`config.mk`:
```
export PLATFORM = sky130hd
export DESIGN_NAME = cmd_assembler
export DESIGN_NICKNAME = d
export VERILOG_FILES = /design/src/rtl/cmd_assembler.sv
export SDC_FILE = /design/constraint.sdc
export NUM_CORES = 1
export LEC_CHECK = 0
export ABC_AREA = 1
export CAP_MARGIN = 40
export CORE_MARGIN = 8
export CORE_UTILIZATION = 45
export DETAILED_ROUTE_END_ITERATION = 6
export PLACE_DENSITY = 0.69
export SLEW_MARGIN = 20
export SYNTH_ARGS = -nofsm -noshare
export SYNTH_HDL_FRONTEND = slang
export SYNTH_SLANG_ARGS = --single-unit
```
`constraint.sdc`:
```
create_clock -name clk -period 4.99 [get_ports clk]
set_clock_uncertainty 0.2 [all_clocks]
set_input_delay 0.7485 -clock clk [delete_from_list [all_inputs] [get_ports clk]]
set_output_delay 0.7485 -clock clk [all_outputs]
set_load 0.005 [all_outputs]
```
`src/rtl/cmd_assembler.sv`:
```
`default_nettype none
// ============================================================================
// cmd_assembler: joins two UART bytes into a 16-bit command, high byte first,
// and abandons the frame if the low byte is late.   Rev 1.0
// ============================================================================
module cmd_assembler #(
  parameter int TIMEOUT_CLKS = 65535
) (
  input  logic        clk,
  input  logic        rst,
  input  logic        rx_rdy,
  input  logic [7:0]  rx_data,
  output logic        clr_rx_rdy,
  input  logic        clr_cmd_rdy,
  output logic        cmd_rdy,
  output logic [15:0] cmd,
  output logic        timeout_err
);

  localparam logic [15:0] C_TO_LAST = 16'(TIMEOUT_CLKS - 1);

  typedef enum logic [0:0] {
    IDLE     = 1'b0,
    WAIT_LOW = 1'b1
  } state_t;

  state_t      state_q, state_d;
  logic [7:0]  high_q, high_d;
  logic [15:0] cmd_q, cmd_d;
  logic        cmd_rdy_q, cmd_rdy_d;
  logic        timeout_err_q, timeout_err_d;
  logic [15:0] cnt_q, cnt_d;
  logic        clr_rx_rdy_w;

  always_comb begin
    state_d       = state_q;
    high_d        = high_q;
    cmd_d         = cmd_q;
    cmd_rdy_d     = cmd_rdy_q;
    timeout_err_d = 1'b0;
    cnt_d         = cnt_q;
    clr_rx_rdy_w  = 1'b0;

    if (clr_cmd_rdy) begin
      cmd_rdy_d = 1'b0;
    end

    case (state_q)
      IDLE: begin
        cnt_d = 16'd0;
        if (rx_rdy) begin
          high_d       = rx_data;
          clr_rx_rdy_w = 1'b1;
          cmd_rdy_d    = 1'b0;
          state_d      = WAIT_LOW;
        end
      end
      WAIT_LOW: begin
        // A byte arriving on the last allowed cycle still completes the frame.
        if (rx_rdy) begin
          cmd_d        = {high_q, rx_data};
          cmd_rdy_d    = 1'b1;
          clr_rx_rdy_w = 1'b1;
          cnt_d        = 16'd0;
          state_d      = IDLE;
        end else if (cnt_q == C_TO_LAST) begin
          timeout_err_d = 1'b1;
          high_d        = 8'h00;
          cnt_d         = 16'd0;
          state_d       = IDLE;
        end else begin
          cnt_d = cnt_q + 16'd1;
        end
      end
      default: begin
        state_d = IDLE;
        cnt_d   = 16'd0;
      end
    endcase

    if (rst) begin
      clr_rx_rdy_w = 1'b0;
    end
  end

  always_ff @(posedge clk) begin
    if (rst) begin
      state_q       <= IDLE;
      high_q        <= 8'h00;
      cmd_q         <= 16'h0000;
      cmd_rdy_q     <= 1'b0;
      timeout_err_q <= 1'b0;
      cnt_q         <= 16'd0;
    end else begin
      state_q       <= state_d;
      high_q        <= high_d;
      cmd_q         <= cmd_d;
      cmd_rdy_q     <= cmd_rdy_d;
      timeout_err_q <= timeout_err_d;
      cnt_q         <= cnt_d;
    end
  end

  assign clr_rx_rdy  = clr_rx_rdy_w;
  assign cmd_rdy     = cmd_rdy_q;
  assign cmd         = cmd_q;
  assign timeout_err = timeout_err_q;

endmodule
`default_nettype wire

```
==> results_dict.tcl, run 1 <==
set metrics [dict create \
    final_cell_mix "dfxtp_1 (43), nor2_1 (37), nand2_1 (33), clkdlybuf4s50_1 (30), o21ai_0 (21)" \
    leakagePower_nw 0.901 \
    slew_headroom_pct 62.4 \
    syn_nets 249 \
    crit_family "buffers and inverters" \
    root_buffer "clkbuf_8" \
    synthToLayoutAreaGrowth_pct 21.9 \
    cts_tree "done" \
    reg2regPathDepth 4 \
    setup_viol 0 \
    layout-drive-gt1-share_pct 15.7 \
    yosysWarnings 0 \
    synth_seq_cells 43 \
    powerDensity_nw_per_um2 282 \
    nets 280 \
    crit_buf_inv 3 \
    hold_start "high_q[6]$_SDFFE_PP0P_" \
    worst_r2r_endpoint "cmd[7]$_SDFFE_PP0P_" \
    syn_area_um2 1860 \
    cap_violations 0 \
    htreeDepth 2 \
    yosysUniqueCellTypes 29 \
    rsz0062_at_grt "no" \
    cp_common_cell "clkdlybuf4s50_1" \
    arrival_ns 2.04 \
    syn_area_per_cell_um2 7.93 \
    seq_area_frac_synth_pct 46.2 \
    hold_viol_final 0 \
    routedWlPerCell_um 11.6 \
    p_seq_share_pct 56.7 \
    path_cells "clkdlybuf4s50_1 -> inv_1 -> nor2_1 -> clkdlybuf4s50_1" \
    p_int_uw 486 \
    route.detailed.vias_per_inst 4.65 \
    layout_commonest_cell "dfxtp_1" \
    pre_cts_ws_ns 2.00 \
    multi_input_area_um2 856 \
    fin_util_pct 56.8 \
    period_share_pct 59.8 \
    wirelength_mm 3.68 \
    drc 0 \
    p_comb_share_pct 9.4 \
    clock_latency_ns 0.30 \
    grt_antenna_before_repair 0 \
    drtPass1Iterations 4 \
    crit_slowest_cell "clkdlybuf4s50_1" \
    die_x_um 80.4 \
    ios 31 \
    dr_total_vias 1475 \
    peakVddDrop_mv 0.104 \
    r2r_slack_ns 3.25 \
    dpl.hpwl_mm 2.72 \
    first_global_vias 1360 \
    grt_usage_pct 12.2 \
    whs_path_depth 2 \
    start_kind "input port" \
    grt_max_degree 22 \
    coreArea_um2 4000 \
    path_max_fanout 3 \
    cts_resized 0 \
    crit_type "in -> out" \
    grt_pass1_wl_mm 6.09 \
    slew_viol_final 0 \
    initial_core_util_pct 46.6 \
    dieArea_um2 6460 \
    gr-total-overflow 0 \
    holdPathEnd "high_q[6]$_SDFFE_PP0P_" \
    initialDrtViolationCount 69 \
    regArea_um2 861 \
    cpPeakStageDelay_ns 0.53 \
    outcome "completed" \
    worstPathRequired_ns 4.04 \
    num_rows 23 \
    cts_hold_buf 0 \
    cts_buffers 5 \
    cts_setup_buffers 0 \
    worst_slew_pin_slew_ns 0.563 \
    fmax_mhz 335 \
    worstHoldPathType "reg -> reg" \
    die_h_um 80.4 \
    worst_slack_ns 2.01 \
    fin_crit_ns 2.98 \
    antenna_left 0 \
    rr_startpoint "state_q$_SDFF_PP0_" \
    p_sw_uw 155 \
    critPathCaptureType "output pin" \
    numClockSinks 43 \
    p_clk_share_pct 33.8 \
    gp_congestion 0.815 \
    nFillCells 404 \
    io_buffer_count 30 \
    syn_inst 235 \
    antenna_cells 0 \
    clockBufferDepth 2 \
    tns_ns 0 \
    switching_share_pct 24.1 \
    cts.clk_slew.worst_paths_ns 0.07 \
]
==> Yosys cell counts, drive strengths merged <==
master / n / share of area [%]
nor2: 50 / 13
dfxtp: 43 / 46
nand2: 39 / 9.2
inv: 28 / 5.8
o21ai: 25 / 6.7
a21oi: 15 / 6.0
nand3: 12 / 3.5
nand4: 5 / 1.7
clkbuf: 4 / 0.81
or2: 4 / 1.3
buf: 2 / 1.3
ha: 2 / 1.3
xnor2: 2 / 0.94
xor2: 2 / 0.94
and3b: 1 / 0.47
nand3b: 1 / 0.40
==> how the worst max path moves through the flow <==
stage               slack (ns)         end  cells past startpoint  startpoint
floorplan                 3.10  clr_rx_rdy                      2      rx_rdy
global placement          2.03  clr_rx_rdy                      4      rx_rdy
detailed placement        2.00  clr_rx_rdy                      4      rx_rdy
CTS                       2.00  clr_rx_rdy                      4      rx_rdy
global route              1.93  clr_rx_rdy                      4      rx_rdy
finish                    2.01  clr_rx_rdy                      4      rx_rdy
==> metal layers <==
| layer | GRT usage [%] | wire length, um | part of all wire (%) |
|---|---|---|---|
| met4 | 6.00 | 63 | 1.7 |
| met5 | 0 | 0 | 0 |
| met1 | 14.0 | 1760 | 48 |
| met2 | 19.2 | 1620 | 44 |
| met3 | 4.58 | 228 | 6.2 |
==> power groups by stage <==
stage / clock [mW] / sequential [mW] / combinational (mW)
2_1_floorplan: 0 / 0.371 / 0.0290
3_3_place_gp: 0 / 0.371 / 0.0612
3_5_place_dp: 0 / 0.372 / 0.0615
4_1_cts: 0.226 / 0.363 / 0.0618
5_1_grt: 0.242 / 0.365 / 0.0677
6_report: 0.217 / 0.363 / 0.0604
==> sequential cells by signal (all words and copies together) (netlist names) <==
| signal | count |
|---|---|
| state_q | 1 |
| cmd | 16 |
| cmd_rdy | 1 |
| high_q | 8 |
| cnt_q | 16 |
| timeout_err | 1 |
==> final cells by class <==
type | instances | area share, %
Clock buffer | 6 | 3.19
Timing Repair Buffer | 30 | 13.2
Sequential cell | 43 | 37.9
Tap cell | 50 | 2.75
Multi-Input combinational cell | 158 | 37.7
Clock inverter | 2 | 0.551
Inverter | 28 | 4.74
==> worst min-delay path, cell delays in order (launching register included) <==
cell and delay, ns:
dfxtp_1 0.31, nand4_1 0.07, o21ai_1 0.06
==> stage by stage <==
stage / power, mW / cells / hold slack [ns] / instance area, um2
6_report: 0.641 / 317 / 0.284 / 2270
5_1_grt: 0.675 / 317 / 0.307 / 2270
4_1_cts: 0.651 / 317 / 0.286 / 2270
3_5_place_dp: 0.433 / 309 / 0.271 / 2190
3_3_place_gp: 0.432 / 309 / 0.262 / 2190
2_1_floorplan: 0.400 / 235 / 0.250 / 1860
==> cells by family after synthesis <==
kind of cell | after synthesis | synth area share, %
adders and majority gates | 2 | 1.34
DFF | 43 | 46.2
buffers and inverters | 34 | 7.92
xor gates and xnor gates | 4 | 1.88
and+or+nand+nor | 112 | 29.9
AOI/OAI and AO/OA | 40 | 12.8
(Power assumes the default switching activity.)
==> run 2, diff against run 1 <==
--- a/config.mk
+++ b/config.mk
@@ -10,7 +10,7 @@
 export CORE_MARGIN = 8
 export CORE_UTILIZATION = 45
 export DETAILED_ROUTE_END_ITERATION = 6
-export PLACE_DENSITY = 0.69
+export PLACE_DENSITY = 0.72
 export SLEW_MARGIN = 20
 export SYNTH_ARGS = -nofsm -noshare
 export SYNTH_HDL_FRONTEND = slang
==> constraint.sdc (replaced) <==
create_clock -name clk -period 2.4 [get_ports clk]
set_clock_uncertainty 0.2 [all_clocks]
set_input_delay 0.36 -clock clk [delete_from_list [all_inputs] [get_ports clk]]
set_output_delay 0.36 -clock clk [all_outputs]
set_load 0.005 [all_outputs]
==> results_dict.tcl, run 2 (synthesis results as in run 1) <==
set metrics [dict create \
    die_x_um 80.4 \
    fmax_mhz 450 \
    htreeDepth 2 \
    slew_viol_final 0 \
    cts.clk_slew.worst_paths_ns 0.08 \
    whs_path_depth 2 \
    pre_cts_ws_ns 0.186 \
    setup_viol 0 \
    dr_total_vias 1543 \
    wirelength_mm 3.65 \
    startpoint "rx_rdy" \
    drc 0 \
    fin_cells 320 \
    initial_core_util_pct 46.6 \
    grt_pass1_wl_mm 6.48 \
    clockBufferDepth 2 \
    cts_tree "done" \
    cap_violations 0 \
    slew_headroom_pct 61.7 \
    layout_commonest_cell "dfxtp_1" \
    path_max_fanout 3 \
    rr_startpoint "cnt_q[0]$_SDFF_PP0_" \
    critPathCaptureType "output pin" \
    cts_buffers 5 \
    clock_latency_ns 0.29 \
    p_sw_uw 317 \
    grt_antenna_before_repair 0 \
    crit_type "in -> out" \
    reg2regPathDepth 8 \
    worst_slew_pin_slew_ns 0.574 \
    worstPathRequired_ns 1.84 \
    powerDensity_nw_per_um2 580 \
    nFillCells 386 \
    num_rows 23 \
    r2r_slack_ns 0.71 \
    die_h_um 80.4 \
    coreArea_um2 4000 \
    period_share_pct 92.6 \
    endpoint "clr_rx_rdy" \
    antenna_cells 0 \
    p_seq_share_pct 56.8 \
    crit_slowest_cell "clkdlybuf4s50_1" \
    dpl.hpwl_mm 2.69 \
    start_kind "input port" \
    p_int_mw 1.01 \
    cpPeakStageDelay_ns 0.53 \
    arrival_ns 1.66 \
    layout-drive-gt1-share_pct 16.7 \
    rsz0062_at_grt "no" \
    dieArea_um2 6460 \
    ios 31 \
    p_clk_share_pct 33.4 \
    postPlaceCellArea_um2 2210 \
    numClockSinks 43 \
    first_global_vias 1508 \
    root_buffer "clkbuf_8" \
    synthToLayoutAreaGrowth_pct 23.1 \
    outcome "completed" \
    worst_r2r_endpoint "cnt_q[12]$_SDFF_PP0_" \
    cts_resized 0 \
    initialDrtViolationCount 112 \
    dp.cells 312 \
    path_cells "clkdlybuf4s50_1 -> inv_1 -> nor2_1 -> clkdlybuf4s50_1" \
    final_area_um2 2290 \
    grt_usage_pct 12.7 \
    leakagePower_nw 0.915 \
    worst_slack_ns 0.178 \
    tns_ns 0 \
    cp_common_cell "clkdlybuf4s50_1" \
    io_buffer_count 30 \
    drtPass1Iterations 4 \
    p_comb_share_pct 9.8 \
    fin_crit_ns 2.22 \
    cts_setup_buffers 0 \
    hold_viol_final 0 \
    worstHoldPathType "reg -> reg" \
    route.detailed.vias_per_inst 4.82 \
    peakVddDrop_mv 0.316 \
    routedWlPerCell_um 11.4 \
    grt_max_degree 21 \
    gp_congestion 0.808 \
    fin_util_pct 57.4 \
    cts_hold_buf 0 \
    switching_share_pct 23.8 \
    gr-total-overflow 0 \
    nets 283 \
    antenna_left 0 \
    final_cell_mix "dfxtp_1 (43), nor2_1 (37), nand2_1 (33), clkdlybuf4s50_1 (30), o21ai_0 (21)" \
]
-- run 2: cell types whose count changed in the layout (fill, tap and decap cells not counted), sizes merged --
cell  change
buf       +3
-- run 2: worst min path at each step --
stage / slack [ns] / from / endpoint
6_report: 0.28 / high_q[5]$_SDFFE_PP0P_ / high_q[5]$_SDFFE_PP0P_
3_3_place_gp: 0.26 / cmd[15]$_SDFFE_PP0P_ / cmd[15]$_SDFFE_PP0P_
3_5_place_dp: 0.27 / high_q[5]$_SDFFE_PP0P_ / high_q[5]$_SDFFE_PP0P_
2_1_floorplan: 0.23 / rst / cmd_rdy$_SDFF_PP0_
4_1_cts: 0.28 / high_q[5]$_SDFFE_PP0P_ / high_q[5]$_SDFFE_PP0P_
5_1_grt: 0.30 / high_q[4]$_SDFFE_PP0P_ / high_q[4]$_SDFFE_PP0P_
-- run 2: area by class of cell --
cell class	instances	area, um2	area share (%)
clock inverters	2	12.5	0.545
inverters	28	108	4.69
multi-input cells	158	856	37.3
clock buffers	6	72.6	3.16
repair buffers	33	323	14.1
flip-flops and latches	43	861	37.5
well taps	50	62.6	2.73
-- run 2: metal layers --
metal  share of wire [%]  track usage, %
met5                   0               0
met4                 1.9            6.55
met1                  46            14.2
met3                 5.8            3.46
met2                  46            21.3
-- run 2: critical path, delay by kind of cell --
| kind | cells | cell delay [ns] |
|---|---|---|
| simple gates | 1 | 0.16 |
| buf+inv | 3 | 1.14 |
-- run 2: metrics by stage --
step	hold WS (ns)	power [mW]
after global placement	0.263	0.902
after floorplan	0.229	0.832
after CTS	0.281	1.35
after detailed placement	0.269	0.905
final	0.282	1.33
after global routing	0.304	1.40
-- run 2: power groups by stage --
stage / logic [mW] / clock network (mW) / registers (mW)
finish: 0.130 / 0.445 / 0.756
global route: 0.146 / 0.493 / 0.760
CTS: 0.133 / 0.463 / 0.755
detailed placement: 0.132 / 0 / 0.772
global placement: 0.130 / 0 / 0.771
floorplan: 0.0604 / 0 / 0.772
